## config.mk

```make
export PLATFORM = sky130hd
export DESIGN_NAME = ldpc_term_ctrl
export DESIGN_NICKNAME = d
export VERILOG_FILES = /design/src/rtl/ldpc_term_ctrl_pkg.sv /design/src/rtl/ldpc_term_ctrl_sat_cnt.sv /design/src/rtl/ldpc_term_ctrl.sv
export SDC_FILE = /design/constraint.sdc
export NUM_CORES = 1
export LEC_CHECK = 0
export ABC_AREA = 0
export CAP_MARGIN = 20
export CELL_PAD_IN_SITES_DETAIL_PLACEMENT = 0
export CELL_PAD_IN_SITES_GLOBAL_PLACEMENT = 2
export CORE_MARGIN = 2
export CORE_UTILIZATION = 23
export CTS_CLUSTER_SIZE = 40
export DETAILED_ROUTE_END_ITERATION = 12
export GPL_ROUTABILITY_DRIVEN = 0
export PLACE_DENSITY_LB_ADDON = 0.08
export SYNTH_ARGS = -nofsm -noshare
export SYNTH_HDL_FRONTEND = slang
export SYNTH_SLANG_ARGS = --single-unit
export TNS_END_PERCENT = 5
```

## constraint.sdc

```tcl
create_clock -name clk -period 8 [get_ports clk]
set_input_delay 0.8 -clock clk [delete_from_list [all_inputs] [get_ports clk]]
set_output_delay 0.8 -clock clk [all_outputs]
set_load 0.02 [all_outputs]
```

## src/rtl/ldpc_term_ctrl_pkg.sv

```systemverilog
// ----------------------------------------------------------------------------
// ldpc_term_ctrl_pkg
// Shared constants and FSM state encoding for the (204,102) LDPC iteration /
// early-termination controller.
//   LDPC_N        : codeword length
//   LDPC_K        : information length (information bits are cw[K-1:0])
//   LDPC_MAX_ITER : maximum decoder iterations per frame
//   LDPC_ITER_W   : width of the iteration counter
//   term_state_t  : controller states IDLE / ITER / OUT
// ----------------------------------------------------------------------------
package ldpc_term_ctrl_pkg;

   localparam int LDPC_N        = 204;
   localparam int LDPC_K        = 102;
   localparam int LDPC_MAX_ITER = 20;
   localparam int LDPC_ITER_W   = 5;

   typedef enum logic [1:0] {
      IDLE = 2'd0,
      ITER = 2'd1,
      OUT  = 2'd2
   } term_state_t;

endpackage

```

## src/rtl/ldpc_term_ctrl_sat_cnt.sv

```systemverilog
// ----------------------------------------------------------------------------
// ldpc_sat_cnt
// 16-bit saturating event counter with synchronous clear, used for the frame
// and failure statistics. Only built when LDPC_TERM_STATS_EN is defined.
//   clk   : clock
//   rst   : asynchronous reset, active high
//   clr   : synchronous clear, wins over inc
//   inc   : count one event
//   count : current count, sticks at 16'hFFFF
// ----------------------------------------------------------------------------
`ifdef LDPC_TERM_STATS_EN
module ldpc_sat_cnt (
   input  logic        clk,
   input  logic        rst,
   input  logic        clr,
   input  logic        inc,
   output logic [15:0] count
);

   // Clear has priority; once at all-ones the counter holds instead of wrapping.
   always_ff @(posedge clk or posedge rst) begin
      if (rst) begin
         count <= 16'd0;
      end else if (clr) begin
         count <= 16'd0;
      end else if (inc && (count != 16'hFFFF)) begin
         count <= count + 16'd1;
      end
   end

endmodule
`endif

```

## src/rtl/ldpc_term_ctrl.sv

```systemverilog
// ----------------------------------------------------------------------------
// ldpc_term_ctrl
// Iteration and early-termination controller for the (204,102) LDPC decoder.
// Requests decoder iterations with iter_go, watches the parity-check stage's
// syndrome flag after each iteration, and on a zero syndrome or after
// MAX_ITER iterations latches the information bits and offers them on a
// valid/ready output with success status and iteration count.
//   clk, rst      : clock, asynchronous active-high reset
//   start         : new frame loaded into the decoder (pulse)
//   cw_in         : hard-decision codeword after the current iteration
//   cw_valid      : iteration finished, cw_in/syndrome_fail valid (pulse)
//   syndrome_fail : 1 = syndrome non-zero
//   iter_go       : run one decoder iteration (pulse)
//   busy          : frame in progress until the output transfer completes
//   dec_valid/dec_ready : output handshake
//   dec_data      : latched cw_in[K-1:0]
//   dec_success   : frame terminated on a zero syndrome
//   dec_iters     : iterations actually run
// Optional (macro LDPC_TERM_STATS_EN):
//   clr_stats     : synchronous clear of both statistics counters
//   frm_cnt       : transferred frames, saturating
//   fail_cnt      : transferred frames with dec_success=0, saturating
// ----------------------------------------------------------------------------
module ldpc_term_ctrl
   import ldpc_term_ctrl_pkg::*;
#(
   parameter int N        = LDPC_N,
   parameter int K        = LDPC_K,
   parameter int MAX_ITER = LDPC_MAX_ITER,
   parameter int ITER_W   = LDPC_ITER_W
) (
   input  logic              clk,
   input  logic              rst,
   input  logic              start,
   input  logic [N-1:0]      cw_in,
   input  logic              cw_valid,
   input  logic              syndrome_fail,
   output logic              iter_go,
   output logic              busy,
   output logic              dec_valid,
   input  logic              dec_ready,
   output logic [K-1:0]      dec_data,
   output logic              dec_success,
   output logic [ITER_W-1:0] dec_iters
`ifdef LDPC_TERM_STATS_EN
   ,
   input  logic              clr_stats,
   output logic [15:0]       frm_cnt,
   output logic [15:0]       fail_cnt
`endif
);

   localparam logic [ITER_W-1:0] MAX_CNT = ITER_W'(MAX_ITER);

   term_state_t       state;
   logic [ITER_W-1:0] cnt;
   logic [ITER_W-1:0] cnt_next;
   logic              unused_cw_parity;

   assign cnt_next = cnt + 1'b1;

   // The parity part of the codeword is only needed by the syndrome stage.
   assign unused_cw_parity = ^cw_in[N-1:K];

   // Main controller. Every output is a register so iter_go appears one
   // cycle after the event that requests it and can never overlap dec_valid
   // (iter_go is only raised on paths that stay out of OUT). Termination is
   // forced when cnt_next reaches MAX_ITER, so the counter cannot wrap.
   always_ff @(posedge clk or posedge rst) begin
      if (rst) begin
         state       <= IDLE;
         cnt         <= '0;
         iter_go     <= 1'b0;
         busy        <= 1'b0;
         dec_valid   <= 1'b0;
         dec_data    <= '0;
         dec_success <= 1'b0;
         dec_iters   <= '0;
      end else begin
         iter_go <= 1'b0;
         case (state)
            IDLE: begin
               if (start) begin
                  cnt     <= '0;
                  iter_go <= 1'b1;
                  busy    <= 1'b1;
                  state   <= ITER;
               end
            end
            ITER: begin
               if (cw_valid) begin
                  cnt <= cnt_next;
                  if (!syndrome_fail || (cnt_next == MAX_CNT)) begin
                     dec_data    <= cw_in[K-1:0];
                     dec_success <= ~syndrome_fail;
                     dec_iters   <= cnt_next;
                     dec_valid   <= 1'b1;
                     state       <= OUT;
                  end else begin
                     iter_go <= 1'b1;
                  end
               end
            end
            OUT: begin
               if (dec_ready) begin
                  dec_valid <= 1'b0;
                  busy      <= 1'b0;
                  state     <= IDLE;
               end
            end
            default: begin
               state <= IDLE;
            end
         endcase
      end
   end

`ifdef LDPC_TERM_STATS_EN
   logic xfer;

   // dec_valid is only high in OUT, so the handshake alone marks a transfer.
   assign xfer = dec_valid & dec_ready;

   ldpc_sat_cnt u_frm_cnt (
      .clk   (clk),
      .rst   (rst),
      .clr   (clr_stats),
      .inc   (xfer),
      .count (frm_cnt)
   );

   ldpc_sat_cnt u_fail_cnt (
      .clk   (clk),
      .rst   (rst),
      .clr   (clr_stats),
      .inc   (xfer & ~dec_success),
      .count (fail_cnt)
   );
`endif

endmodule

```

-- Word-level counts from Yosys, hierarchy flattened
Index checks and enable logic that the tools add are counted.
- add/subtract/negate cells: 1
- equality and inequality tests: 7
- muxes and demuxes: 18
- bitwise logic cells: 1
- reduce and logical (&&, ||, !) cells: 11
- operators with widths (kind ; number):
    5-bit two-way mux ; 2
    5-bit case mux with 2 select lines ; 1
    3-bit AND reduction ; 3
    2-bit two-way mux ; 4
    2-bit inequality test (second input constant) ; 4
    4-bit AND reduction ; 2
    1-bit two-way mux ; 7
    1-bit case mux with 2 select lines ; 3
    2-bit case mux with 3 select lines ; 1
    2-bit nonzero test ; 3
    5-bit by 1-bit adder with 5-bit output (second input constant) ; 1
    5-bit equality test (second input constant) ; 1
    2-bit by 1-bit equality test with 1-bit output (second input constant) ; 1
    2-bit equality test (second input constant) ; 1
    2-bit logical NOT ; 1
    1-bit logical NOT ; 1
    1-bit logical OR ; 1
    1-bit inverter ; 1
- flip-flop bits (word level): 118
- input bits: 210
- output and inout bits: 111
- logic and storage cells: 46

-- Logic depth before layout (Yosys ltp)
Gate-level depths: netlist of run 1.
- depth in word-level cells: 6
- mapped depth: 7
- mapped depth without buffers: 5

-- Worst setup path after synthesis of run 1
No wires, ideal clock.
- kind: input-to-reg
- start: input cw_valid
- end: register dec_data[12]
- setup time: 0.128 ns
- arrival: 2.094 ns
- data required time: 7.872 ns
- slack: 5.779 ns
- stages on the path: 6
- path buffers: 2
- cell sequence: nor4bb_1 > a41oi_2 > o31ai_4 > buf_4 > buf_4 > mux2_1
- word-level cells in the longest chain between the ends: 1
- ends and longest elaborated chain (element ; RTL line ; RTL):
    start, declared ; ldpc_term_ctrl.sv:36 ; input logic cw_valid,
    3-bit AND reduction (no source line) ; n/a ;
    end signal, assigned ; ldpc_term_ctrl.sv:94 ; dec_data <= cw_in[K-1:0];
    end, declared ; ldpc_term_ctrl.sv:42 ; output logic [K-1:0] dec_data,
Every way passes these cells.
A chain may end at the register's enable or synchronous reset.

-- Worst setup path in the final report of run 1
- start: input cw_valid
- end: register dec_data[46]
Same word-level chain as after synthesis.

==> flow_summary.ini, run 1 <==
[min_path]
hold_path_class = reg -> reg

[timing]
hold_violations = 0
finalSetupViolations = 0
timing.fmax_ghz = 0.3266
post-route-period-util_pct = 38.27
drv_slew = 0
worst_pin_slew_ps = 875.3
period_needed_ps = 3062
maxSlewHeadroom_pct = 41.65
skew_ps = 9.766
setup_tns_ps = 0
rsz0062_at_grt = no

[logic_synthesis]
syn_inst = 300
ys.flop_type = dfrtp_1
avgSynthCellArea_um2 = 15.38
syn_nets = 512
synth-edff-count = 0
yosysWarnings = 0
syn-cell-area_mm2 = 0.004614
ys_async_sr_fraction_pct = 100.0
yosys.area.top_type = dfrtp_1
yosysTopAreaCellShare_pct = 63.99
ys_seq_area_share_pct = 63.99
ys_types = 35
ys_seq_elements = 118
synth.top_cells.by_area = dfrtp_1 64%, mux2_2 21%, mux2_1 3.9%

[power]
max-vdd-ir-drop_uv = 141.1
power_density_mw_per_mm2 = 399.0
power.leakage_uw = 0.003119
power_uw = 3069

[die]
coreArea_mm2 = 0.01959
start_util_pct = 23.55
rows = 51
die-area_mm2 = 0.02121
die-height_um = 145.6
io_pins = 321
die-width_um = 145.6

[worst_setup_path]
cpLargestDelayFamily = buffers and inverters
crit_path_end_kind = flop
path_buf_inv = 2
cp.required_ps = 8290
crit_fanout = 64
timing_worst_setup_path_type = in -> reg
arrival_ps = 3350
cpPeakStageDelay_ps = 710
cp-start-kind = input port
path_cells = clkdlybuf4s50_1 -> nor4bb_1 -> a41oi_2 -> o31ai_4 -> buf_4 -> mux2_2
cpMaxStageDelayCell = buf_4

[finish]
postLayoutCellArea_mm2 = 0.007691
final_nets = 738
layout_commonest_cell = clkdlybuf4s50_1
antenna_cells = 0
final_cell_mix = 218 x clkdlybuf4s50_1, 118 x dfrtp_1, 88 x mux2_2, 17 x clkbuf_16, 16 x mux2_1
drive_gt1_share_pct = 22.68
postLayoutCoreUtil_pct = 39.26
synthToLayoutAreaGrowth_pct = 66.68

[cts]
cts_hold_buf = 0
clock_tree.root_cell = clkbuf_16
cts_tree = built
clockBufferDepth = 2
clkSinkCount = 118
clock_latency_ps = 410
cts_setup_buffers = 0
cts_max_level = 4
path_clk_slew_ps = 50
cts_buffers = 17
cts_resized = 0

[global_routing]
grt_pass1_vias = 3551
grt_max_degree = 68
antenna_found_initial = 0
grt_first_pass_wirelength_um = 19980
grt_usage_pct = 12.26
grt_overflow = 0

[placed_design]
dpl_cell_area_mm2 = 0.007077
hpwl_um = 8834
io_buffers = 218

[detailed_routing]
via_per_inst = 4.059
wl_per_cell_um = 15.64
ant_nets = 0
drc = 0
wirelength_um = 12560
drt_iter0_drc = 82
dr.pass1.iters = 3
vias = 3259

[job]
cap_viol_max_count = 0

[run_status]
outcome = finished clean
## area by class of cell
type	count	area [um^2]
Sequential cell	118	2953
Multi-Input combinational cell	162	1563
Fill cell	1892	11900
Inverter	6	25.02
Tap cell	265	331.6
Timing Repair Buffer	221	2205
Clock buffer	22	464.2
Clock inverter	9	150.1
## through the flow
stage / hold WS (ps) / worst slack (ps) / std cells
2_1_floorplan: 500.7 / 4071 / 300
4_1_cts: 486.1 / 4877 / 803
3_3_place_gp: 467.1 / 4466 / 772
3_5_place_dp: 473.7 / 4442 / 772
5_1_grt: 510.5 / 4689 / 803
6_report: 481.1 / 4938 / 803
## power by group
| group | leakage (uW) | switching (uW) | internal, uW |
|---|---|---|---|
| Combinational | 0.00143 | 591 | 675 |
| Sequential | 0.00139 | 142 | 859 |
| Clock | 0.000296 | 268 | 534 |
## final timing paths
path / startpoint / to / slack, ps / cells after the start
hold / removal: dec_data[17]$_DFFE_PP0P_ / dec_data[17]$_DFFE_PP0P_ / 480 / 1
min in group asynchronous: rst / dec_data[3]$_DFFE_PP0P_ / 840 / 2
hold reg to reg: dec_data[17]$_DFFE_PP0P_ / dec_data[17]$_DFFE_PP0P_ / 480 / 1
max in group asynchronous: rst / dec_data[53]$_DFFE_PP0P_ / 5770 / 3
setup / recovery: cw_valid / dec_data[46]$_DFFE_PP0P_ / 4940 / 6
setup reg to reg: cnt[0]$_DFFE_PP0P_ / dec_data[46]$_DFFE_PP0P_ / 5370 / 6
## metal layers
layer / share of wire (%) / up-vias / wire length (um) / GRT usage (%)
met2: 50 / 117 / 6262 / 20.17
met3: 9.3 / 15 / 1167 / 5.893
met4: 1.8 / 0 / 228 / 5.147
li1: - / 1522 / - / -
met1: 39 / 1605 / 4900 / 13.61
met5: 0 / - / 0 / 0
## Yosys cell counts (2+ instances only)
| library cell | number |
|---|---|
| dfrtp_1 | 118 |
| mux2_2 | 88 |
| mux2_1 | 16 |
| nand2_1 | 11 |
| buf_2 | 10 |
| o21ai_0 | 8 |
| inv_1 | 6 |
| buf_4 | 3 |
| nand2b_1 | 3 |
| nor2b_1 | 3 |
| a21o_1 | 2 |
| a21oi_1 | 2 |
| a31oi_1 | 2 |
| ha_1 | 2 |
| mux2i_1 | 2 |
| nand3_1 | 2 |
| nor2_1 | 2 |
| o31ai_1 | 2 |
| xor2_1 | 2 |
## flip-flops by register name (all words and copies together), names as in the netlist
signal       count
dec_valid        1
dec_iters        5
busy             1
state            2
cnt              5
iter_go          1
dec_data       102
dec_success      1
## kinds of logic (layout without fill, tap and decap cells)
logic type | count (synthesis) | count (layout) | synth area share (%)
xor+xnor | 2 | 2 | 0.3797
flops | 118 | 118 | 63.99
compound gates | 24 | 24 | 3.878
simple gates | 28 | 28 | 3.254
mux | 106 | 106 | 25.81
fa+ha+maj | 2 | 2 | 0.5422
buf+inv | 20 | 258 | 2.142
## worst register-to-register path, delay by kind of cell, from the launching register on
family | cells | cell delay (ps)
AO/OA/AOI/OAI | 2 | 260
adder cells (fa/ha/maj) | 1 | 300
buffers and inverters | 1 | 710
flip-flops | 1 | 470
multiplexers | 1 | 450
AND/OR/NAND/NOR | 1 | 320
Note: power is estimated with default switching activity, not from simulation.
==> run 2: changes to the inputs <==
--- a/config.mk
+++ b/config.mk
@@ -10,7 +10,7 @@
 export CELL_PAD_IN_SITES_DETAIL_PLACEMENT = 0
 export CELL_PAD_IN_SITES_GLOBAL_PLACEMENT = 2
 export CORE_MARGIN = 2
-export CORE_UTILIZATION = 23
+export CORE_UTILIZATION = 21
 export CTS_CLUSTER_SIZE = 40
 export DETAILED_ROUTE_END_ITERATION = 12
 export GPL_ROUTABILITY_DRIVEN = 0
==> constraint.sdc (replaced) <==
create_clock -name clk -period 3.1 [get_ports clk]
set_input_delay 0.31 -clock clk [delete_from_list [all_inputs] [get_ports clk]]
set_output_delay 0.31 -clock clk [all_outputs]
set_load 0.02 [all_outputs]
==> run 2 against run 1 <==
Against the previous run:
- core utilization shrank 3.4 points
- clock skew is 0.51 ps higher
- largest cell class unchanged
- largest power group unchanged
- sequential power rose to 2.6 times the previous value
- power increased to 2.6 times the previous value
- critical path type is now reg -> reg
==> flow_summary.ini, run 2 (synthesis gave the netlist of run 1 again) <==
[worst_setup_path]
crit_fanout = 47
cpPeakStageDelay_ps = 500
crit_path_end_kind = flop
path_cells = ha_1 -> nor2b_1 -> a21oi_1 -> o31ai_4 -> buf_12 -> mux2_2
cp-start-kind = flop
arrival_ps = 2580
r2r_slack_ps = 800
cp.required_ps = 3380
cpMaxStageDelayCell = dfrtp_1
timing_worst_setup_path_type = reg -> reg

[detailed_routing]
drt_iter0_drc = 60
drc = 0
dr.pass1.iters = 4
wl_per_cell_um = 15.46
via_per_inst = 3.979
ant_nets = 0
wirelength_um = 12710
vias = 3271

[finish]
top_regs = dec_data x102, cnt x5, dec_iters x5
antenna_cells = 0
final_cell_mix = 218 x clkdlybuf4s50_1, 118 x dfrtp_1, 88 x mux2_2, 17 x clkbuf_16, 16 x mux2_1
final_nets = 741
synthToLayoutAreaGrowth_pct = 68.36
final-seq-area_mm2 = 0.002953
layout_commonest_cell = clkdlybuf4s50_1
drive_gt1_share_pct = 23.43
largest_reg_flops = 102
multi_input_area_mm2 = 0.001563
nFillCells = 2111
top_register = dec_data

[die]
die-width_um = 152.2
io_pins = 321
start_util_pct = 21.28
die-area_mm2 = 0.02318
die-height_um = 152.2
rows = 54
coreArea_mm2 = 0.02169

[timing]
hold_violations = 0
worst_pin_slew_ps = 647.1
drv_slew = 0
finalSetupViolations = 0
post-route-period-util_pct = 74.19
timing.fmax_ghz = 0.4348
setup_tns_ps = 0
period_needed_ps = 2300
rsz0062_at_grt = no
skew_ps = 10.28
maxSlewHeadroom_pct = 56.77

[cts]
path_clk_slew_ps = 60
cts_resized = 0
cts_max_level = 4
clockBufferDepth = 2
cts_hold_buf = 0
cts_setup_buffers = 0
clkSinkCount = 118
cts_buffers = 17
cts_tree = built
clock_tree.root_cell = clkbuf_16
clock_latency_ps = 410

[run_status]
outcome = finished clean

[global_routing]
grt_pass1_vias = 3555
grt_usage_pct = 11.40
grt_first_pass_wirelength_um = 20650
grt_overflow = 0
antenna_found_initial = 0
grt_max_degree = 48

[power]
power_density_mw_per_mm2 = 1015
power.leakage_uw = 0.003132
power_uw = 7887
max-vdd-ir-drop_uv = 403.1

[job]
cap_viol_max_count = 0

[placed_design]
hpwl_um = 9024
io_buffers = 218

[min_path]
hold_path_class = in -> async
run 2: through the flow:
stage	hold WS [ps]	utilization (%)	cell area (um^2)	std cells	setup slack [ps]
global placement	466.9	33.06	7169	790	417.4
CTS	338.5	35.82	7769	822	750.7
floorplan	406.0	-	4618	300	1007
detailed placement	477.7	33.06	7169	790	428.2
global route	393.9	35.82	7769	822	642.1
finish	337.9	35.82	7769	822	800.0
run 2: worst max-delay path, delay by kind of cell (launching register included):
family	cells	cell delay [ps]
flip-flops	1	500
AO/OA/AOI/OAI	2	470
multiplexers	1	380
buffers and inverters	1	310
adder cells (fa/ha/maj)	1	290
AND/OR/NAND/NOR	1	190
run 2: power by group:
group          switching, uW  total [uW]  internal, uW
registers                377        2600          2220
logic                   1520        3280          1760
clock network            728        2010          1280
run 2: final timing paths:
kind,startpoint,endpoint,depth (start not counted)
worst min register to register,dec_data[16]$_DFFE_PP0P_,dec_data[16]$_DFFE_PP0P_,1
min in group clk,dec_data[16]$_DFFE_PP0P_,dec_data[16]$_DFFE_PP0P_,1
worst min-delay path,rst,dec_data[64]$_DFFE_PP0P_,2
worst max-delay path,cnt[0]$_DFFE_PP0P_,dec_iters[1]$_DFFE_PP0P_,6
max in group asynchronous,rst,dec_data[40]$_DFFE_PP0P_,3
worst max register to register,cnt[0]$_DFFE_PP0P_,dec_iters[1]$_DFFE_PP0P_,6
run 2: layout make-up:
class,count,share of cell area (%)
clock buffers,20,5.750
clock inverters,12,1.965
inverters,6,0.3382
multi-input cells,162,20.12
flip-flops and latches,118,38.01
well taps,280,4.510
repair buffers,224,29.31
run 2: metal layers:
metal | up-vias | global-route usage (%) | wire (um) | part of all wire (%)
met5 | - | 0 | 0 | 0
met4 | 0 | 3.471 | 156 | 1.2
met3 | 10 | 6.143 | 1324 | 10
met2 | 119 | 18.23 | 6097 | 48
met1 | 1612 | 13.18 | 5130 | 40
li1 | 1530 | - | - | -
==> run 3: changes to the inputs <==
==> constraint.sdc (replaced) <==
create_clock -name clk -period 2.4 [get_ports clk]
set_input_delay 0.24 -clock clk [delete_from_list [all_inputs] [get_ports clk]]
set_output_delay 0.24 -clock clk [all_outputs]
set_load 0.02 [all_outputs]
==> run 3 against run 2 <==
Against the previous run:
- critical path type unchanged
- sequential share of layout area is 0.19 points lower
- largest power group unchanged
- sequential cell count did not move
- clock-buffer cell count stayed put
- cell area is 0.52% higher
- critical endpoint is now dec_data[80]$_DFFE_PP0P_
- via count increased by 1.9%
- routed wire length grew 1.9%
==> flow_summary.ini, run 3 (synthesis gave the netlist of run 1 again) <==
[finish]
top_register = dec_data
postLayoutCoreUtil_pct = 36.00
multi_input_area_mm2 = 0.001563
final_nets = 756
synthToLayoutAreaGrowth_pct = 69.22
nFillCells = 2109
antenna_cells = 0
fin_cells = 834
final-seq-area_mm2 = 0.002953
top_regs = dec_data x102, cnt x5, dec_iters x5
drive_gt1_share_pct = 25.27
final_cell_mix = 218 x clkdlybuf4s50_1, 118 x dfrtp_1, 88 x mux2_2, 17 x clkbuf_16
largest_reg_flops = 102
layout_commonest_cell = clkdlybuf4s50_1

[job]
cap_viol_max_count = 0

[cts]
clockBufferDepth = 2
clock_latency_ps = 410
cts_tree = built
cts_max_level = 4
cts_hold_buf = 0
path_clk_slew_ps = 60
clock_tree.root_cell = clkbuf_16
cts_buffers = 17
clkSinkCount = 118

[detailed_routing]
drc = 0
wirelength_um = 12960
via_per_inst = 3.996
dr.pass1.iters = 4
vias = 3333
drt_iter0_drc = 131
ant_nets = 0
wl_per_cell_um = 15.53

[die]
coreArea_mm2 = 0.02169
start_util_pct = 21.28
die-width_um = 152.2
io_pins = 321
rows = 54
die-height_um = 152.2
die-area_mm2 = 0.02318

[placed_design]
io_buffers = 218
placedCellCount = 803
hpwl_um = 9387

[power]
clkPwrFrac_pct = 22.7
internal_power_uw = 6540
seqPwrFrac_pct = 33.6
p_sw_share_pct = 34.10
power_switching_uw = 3385
max-vdd-ir-drop_uv = 555.5
power.leakage_uw = 0.003170
power_density_mw_per_mm2 = 1271
p_comb_share_pct = 43.7

[timing]
skew_ps = 8.998
maxSlewHeadroom_pct = 57.11
rsz0062_at_grt = no
period_needed_ps = 2303
post-route-period-util_pct = 95.95
drv_slew = 0
hold_violations = 0
worst_pin_slew_ps = 642.0
timing.fmax_ghz = 0.4343
hold_ws_ps = 265.0
finalSetupViolations = 0

[worst_setup_path]
worstReg2RegStart = cnt[0]$_DFFE_PP0P_
reg2reg_depth = 8
cp.required_ps = 2680
arrival_ps = 2590
timing_worst_setup_path_type = reg -> reg
r2r_slack_ps = 100
reg2reg_to = dec_data[80]$_DFFE_PP0P_
crit_path_end_kind = flop
cp-start-kind = flop
crit_fanout = 32

[global_routing]
grt_pass1_vias = 3768
grt_first_pass_wirelength_um = 21110
grt_max_degree = 46
antenna_found_initial = 0
grt_overflow = 0
grt_usage_pct = 11.75

[run_status]
outcome = finished clean

[min_path]
hold_path_class = in -> async
==> run 3: cell types whose count changed in the layout (fill, tap and decap cells not counted), sizes merged <==
cell	change
buf	+15
bufinv	-3
clkinvlp	+1
inv	-1
==> run 3: final cells by class <==
class | instances | share of cell area [%]
flip-flops and latches | 118 | 37.81
clock buffers | 20 | 5.848
well taps | 280 | 4.486
multi-input cells | 162 | 20.01
inverters | 6 | 0.3365
clock inverters | 9 | 0.7371
repair buffers | 239 | 30.76
==> run 3: worst max-delay path: stages (launching register included) <==
cell	delay (ps)
dfrtp_1	440
ha_1	250
buf_4	150
and4b_1	290
a41oi_2	160
o31ai_4	90
buf_4	200
buf_12	210
mux2_2	360
==> run 3: what timing repair did <==
item | in CTS | in global routing
setup endpoints to repair | 47 | 0
setup buffers | 2 | 0
gates resized for setup | 0 | 0
endpoints found under the hold margin | 0 | 0
==> run 3: through the flow <==
stage / TNS [ps] / cell area, um^2 / worst slack [ps] / power [uW]
2_1_floorplan: 0 / 4618 / 307.0 / 5421
5_1_grt: 0 / 7809 / 16.40 / 10520
3_3_place_gp: -4383 / 7279 / -79.21 / 7713
4_1_cts: 0 / 7809 / 99.32 / 10110
6_report: 0 / 7809 / 97.23 / 9925
3_5_place_dp: -4296 / 7279 / -80.24 / 7753
==> run 3: worst max path at each step <==
stage	from	end	cells past startpoint	slack, ps
6_report	cnt[0]$_DFFE_PP0P_	dec_data[80]$_DFFE_PP0P_	8	100
5_1_grt	cnt[0]$_DFFE_PP0P_	dec_data[8]$_DFFE_PP0P_	8	20
4_1_cts	cnt[0]$_DFFE_PP0P_	dec_iters[1]$_DFFE_PP0P_	8	100
3_5_place_dp	cw_valid	dec_iters[1]$_DFFE_PP0P_	6	-80
3_3_place_gp	cw_valid	dec_data[2]$_DFFE_PP0P_	6	-80
2_1_floorplan	cnt[0]$_DFFE_PP0P_	dec_data[12]$_DFFE_PP0P_	7	310
==> run 3: layer usage <==
layer | track usage [%] | vias up | wire length (um)
met5 | 0 | - | 0
met1 | 13.06 | 1649 | 5171
met3 | 5.859 | 14 | 1271
li1 | - | 1548 | -
met2 | 19.20 | 122 | 6307
met4 | 4.806 | 0 | 204
==> run 3: power by group through the flow <==
| stage | Sequential (uW) | Clock, uW | Combinational, uW |
|---|---|---|---|
| 4_1_cts | 3360 | 2340 | 4410 |
| 2_1_floorplan | 4380 | 0 | 1040 |
| 3_5_place_dp | 3370 | 0 | 4390 |
| 3_3_place_gp | 3330 | 0 | 4380 |
| 5_1_grt | 3470 | 2450 | 4590 |
| 6_report | 3340 | 2250 | 4340 |
==> edit 1: new RTL, flow settings as in run 2 <==
The option `LDPC_TERM_STATS_EN` is turned on by a define.
--- a/src/rtl/ldpc_term_ctrl_sat_cnt.sv
+++ b/src/rtl/ldpc_term_ctrl_sat_cnt.sv
@@ -9,4 +9,6 @@
 //   count : current count, sticks at 16'hFFFF
 // ----------------------------------------------------------------------------
+`define LDPC_TERM_STATS_EN
+
 `ifdef LDPC_TERM_STATS_EN
 module ldpc_sat_cnt (
Interface: changed (added clr_stats, fail_cnt and frm_cnt); port bits go from 321 to 354. No check against the original RTL was run, so the function may have changed too.
==> edit 1 against run 2 <==
- final area increased by 34%
- synthesized area up 48%
- routed wire length rose by 62%
- via count grew 52%
- setup slack got worse by 0.14 ns
- power grew 13%
- global-route usage grew 0.89 points
- sequential share of layout area shrank 1.8 points
- largest cell class unchanged
- sequential cell count increased by 32
==> edit 1: results <==
export IMPL_status="finished clean"
export IMPL_cap_violations=0
export IMPL_ys_top_cells_by_count="150 x dfrtp_1, 96 x mux2_4, 28 x a21oi_1"
export IMPL_skew_ns=0.0112
export IMPL_clockBufferDepth=2
export IMPL_cts_clk_slew_worst_paths_ns=0.07
export IMPL_place_hpwl_um=14700
export IMPL_ys_seq_area_share_pct=55.1
export IMPL_syn_inst=494
export IMPL_wl_per_cell_um=17.6
export IMPL_portBuffers=251
export IMPL_yosysUniqueCellTypes=48
export IMPL_core_um2=31700
export IMPL_synthTopCellsByArea="dfrtp_1 55%, mux2_4 21%, a21oi_1 2.1%"
export IMPL_slowest_stage="dfrtp_1"
export IMPL_grt_use_total_pct=12.3
export IMPL_cts_inserted_buffers=17
export IMPL_synth_fp_nets=709
export IMPL_ant_nets=0
export IMPL_post_cts_setup_buffers=0
export IMPL_p_leak_nw=4.46
export IMPL_dpl_cell_count=1133
export IMPL_layout_drive_gt1_share_pct=19.0
export IMPL_grt_max_degree=89
export IMPL_antenna_found_initial=1
export IMPL_ys_flop_type="dfrtp_1"
export IMPL_setup_violations=0
export IMPL_place_area_um2=9790
export IMPL_drtIter0Drc=197
export IMPL_ys_async_sr_fraction_pct=100
export IMPL_post_synth_top_area_fraction_pct=55.1
export IMPL_p_sw_share_pct=32.9
export IMPL_vdd_drop_max_mv=0.388
export IMPL_cp_max_fo=88
export IMPL_grt_pass1_wl_um=31700
export IMPL_root_buffer="clkbuf_16"
export IMPL_nets=965
export IMPL_tightest_slew_ns=0.752
export IMPL_top_regs="dec_data: 102 flops, u_fail_cnt.count: 16 flops, u_frm_cnt.count: 16 flops"
export IMPL_post_cts_resized=0
export IMPL_hold_class="in -> async"
export IMPL_finalWirelength_um=20600
export IMPL_critical_path_arrival_ns=2.75
export IMPL_cp_top_family="buffers and inverters"
export IMPL_grt_pass1_vias=5296
export IMPL_vias_per_cell=4.26
export IMPL_clk_latency_ns=0.43
[edit 1: power groups by stage]
| stage | sequential (mW) | combinational [mW] | clock [mW] |
|---|---|---|---|
| final | 3.07 | 3.72 | 2.15 |
| after global routing | 3.18 | 3.92 | 2.34 |
| after CTS | 3.08 | 3.79 | 2.26 |
| after detailed placement | 3.11 | 3.77 | 0 |
| after global placement | 3.08 | 3.78 | 0 |
| after floorplan | 3.85 | 1.20 | 0 |
[edit 1: cells by family after synthesis]
kind of cell	after synthesis	share of synthesized area (%)
compound gates	77	7.33
xor+xnor	3	0.386
fa+ha+maj	4	0.735
buf+inv	35	3.20
flops	150	55.1
mux	114	24.1
simple gates	111	9.20
[edit 1: path summary, 6_finish.rpt]
path / start / cells past startpoint / to / slack [ns]
worst max-delay path: cnt[0]$_DFFE_PP0P_ / 7 / dec_data[50]$_DFFE_PP0P_ / 0.66
worst min-delay path: rst / 2 / dec_data[9]$_DFFE_PP0P_ / 0.35
worst max register to register: cnt[0]$_DFFE_PP0P_ / 7 / dec_data[50]$_DFFE_PP0P_ / 0.66
worst min register to register: dec_data[86]$_DFFE_PP0P_ / 1 / dec_data[86]$_DFFE_PP0P_ / 0.49
max in group asynchronous: rst / 3 / dec_data[91]$_DFFE_PP0P_ / 2.03
min in group clk: cw_in[83] / 2 / dec_data[83]$_DFFE_PP0P_ / 0.48
[edit 1: layer usage]
layer | wire (µm) | track usage (%) | share of wire (%) | vias up
met2 | 10400 | 20.9 | 51 | 143
met3 | 1190 | 4.13 | 5.8 | 16
met4 | 382 | 3.74 | 1.9 | 0
met1 | 8560 | 14.7 | 42 | 2485
li1 | - | - | - | 2323
met5 | 0 | 0 | 0 | -
[edit 1: area by class of cell]
type / count / area, µm²
Antenna cell: 1 / 2.50
Clock buffer: 19 / 433
Clock inverter: 13 / 156
Fill cell: 3155 / 21300
Inverter: 13 / 52.6
Multi-Input combinational cell: 309 / 2850
Sequential cell: 150 / 3750
Tap cell: 402 / 503
Timing Repair Buffer: 259 / 2620
[edit 1: metrics by stage]
step / total power, mW / worst slack (ns)
after floorplan: 5.05 / 0.901
after global placement: 6.85 / 0.686
after detailed placement: 6.87 / 0.687
after CTS: 9.13 / 0.698
after global routing: 9.44 / 0.552
final: 8.94 / 0.656
==> edit 2: new RTL, settings of run 2 <==
Made on the original files. Re-encode `term_state_t` (3 states) as one-hot, 3 bits wide.
--- a/src/rtl/ldpc_term_ctrl_pkg.sv
+++ b/src/rtl/ldpc_term_ctrl_pkg.sv
@@ -16,8 +16,8 @@
    localparam int LDPC_ITER_W   = 5;
 
-   typedef enum logic [1:0] {
-      IDLE = 2'd0,
-      ITER = 2'd1,
-      OUT  = 2'd2
+   typedef enum logic [2:0] {
+      IDLE = 3'b001,
+      ITER = 3'b010,
+      OUT  = 3'b100
    } term_state_t;
 
Formal check against the unedited RTL: no difference found for any inputs over 4 cycles, from zero or initial values and one cycle with rst high; so few cycles prove little.
==> edit 2 against run 2 <==
- synthesized area is 1.9% higher
- power is 4.2% higher
- setup slack worse by 0.34 ns
- die area is 1.8% higher
- fmax is 13% lower
- final area is 1.2% higher
- sequential cell count is 1 higher
- routed wire length is 1.2% higher
- critical endpoint is now dec_data[3]$_DFFE_PP0P_
- largest power group unchanged
==> edit 2: results <==
export IMPL_status="finished clean"
export IMPL_wl_met1_um=5600
export IMPL_place_hpwl_um=9170
export IMPL_critical_path_arrival_ns=2.93
export IMPL_synth_adder_area_share_pct=0.532
export IMPL_dr_wl_met3_um=987
export IMPL_num_vias=3261
export IMPL_r2r_end="dec_data[3]$_DFFE_PP0P_"
export IMPL_n_fill_cell=2133
export IMPL_hold_class="in -> async"
export IMPL_post_cts_setup_buffers=0
export IMPL_ys_warn_count=0
export IMPL_critPathLaunch="cnt[0]$_DFFE_PP0P_"
export IMPL_cp_top_family="compound AO/OA/AOI/OAI gates"
export IMPL_synthTopCellsByArea="dfrtp_1 63%, mux2_2 21%, mux2_4 5.1%"
export IMPL_place_area_um2=7260
export IMPL_power_total_mw=8.22
export IMPL_grtUsageMet2_pct=17.9
export IMPL_skew_ns=0.0119
export IMPL_power_switching_mw=2.70
export IMPL_grt_pass1_vias=3431
export IMPL_root_buffer="clkbuf_16"
export IMPL_tightest_slew_ns=0.669
export IMPL_register_area_um2=2980
export IMPL_grt_max_degree=59
export IMPL_ys_seq_area_share_pct=63.4
export IMPL_synth_fp_nets=512
export IMPL_regToRegSetupSlack_ns=0.46
export IMPL_top_regs="dec_data: 102 flops, cnt: 5 flops, dec_iters: 5 flops"
export IMPL_crit_path_end="dec_data[3]$_DFFE_PP0P_"
export IMPL_max_stage_delay_ns=0.62
export IMPL_grt_use_met3_pct=4.51
export IMPL_layout_drive_gt1_share_pct=27.4
export IMPL_vdd_drop_max_mv=0.328
export IMPL_grt_pass1_wl_um=20300
export IMPL_antenna_found_initial=0
export IMPL_slowest_stage="a31o_4"
export IMPL_use_met1_pct=13.9
export IMPL_wl_per_cell_um=15.6
export IMPL_nets=743
export IMPL_combinationalPowerShare_pct=43.0
export IMPL_grt_use_total_pct=11.3
export IMPL_synth_xor_area_share_pct=0.559
export IMPL_cts_clk_slew_worst_paths_ns=0.06
export IMPL_yosysUniqueCellTypes=33
export IMPL_synth_mux_area_share_pct=26.4
export IMPL_ys_top_cells_by_count="118 x dfrtp_1, 88 x mux2_2, 16 x mux2_4"
export IMPL_p_leak_nw=3.45
export IMPL_synth_compound_area_share_pct=3.03
export IMPL_portBuffers=218
export IMPL_drtIter0Drc=117
export IMPL_clk_latency_ns=0.41
export IMPL_wl_met2_um=6120
export IMPL_ys_async_sr_fraction_pct=100
export IMPL_cp_max_fo=37
==> edit 2: cell types whose count changed in the layout (fill, tap and decap cells not counted), sizes merged, moves of 2 or more <==
| cell | change |
|---|---|
| a21bo | +2 |
| nor2 | +7 |
| clkbuf | -2 |
| nand2 | -4 |
| buf | +2 |
| a22o | +2 |
| nand3b | +3 |
| nand2b | -2 |
| o31ai | -2 |
| nor2b | -2 |
==> edit 2: area by class of cell <==
type,count,share of cell area (%)
well taps,280,4.46
repair buffers,226,29.1
clock buffers,18,5.46
flip-flops and latches,119,37.9
clock inverters,14,2.21
multi-input cells,163,20.6
inverters,4,0.239
==> edit 2: per-stage QoR <==
stage | cells | hold slack, ns | setup WS (ns)
floorplan | 300 | 0.417 | 1.04
global route | 824 | 0.400 | 0.303
global placement | 792 | 0.486 | 0.473
CTS | 824 | 0.370 | 0.433
finish | 824 | 0.348 | 0.460
detailed placement | 792 | 0.491 | 0.448
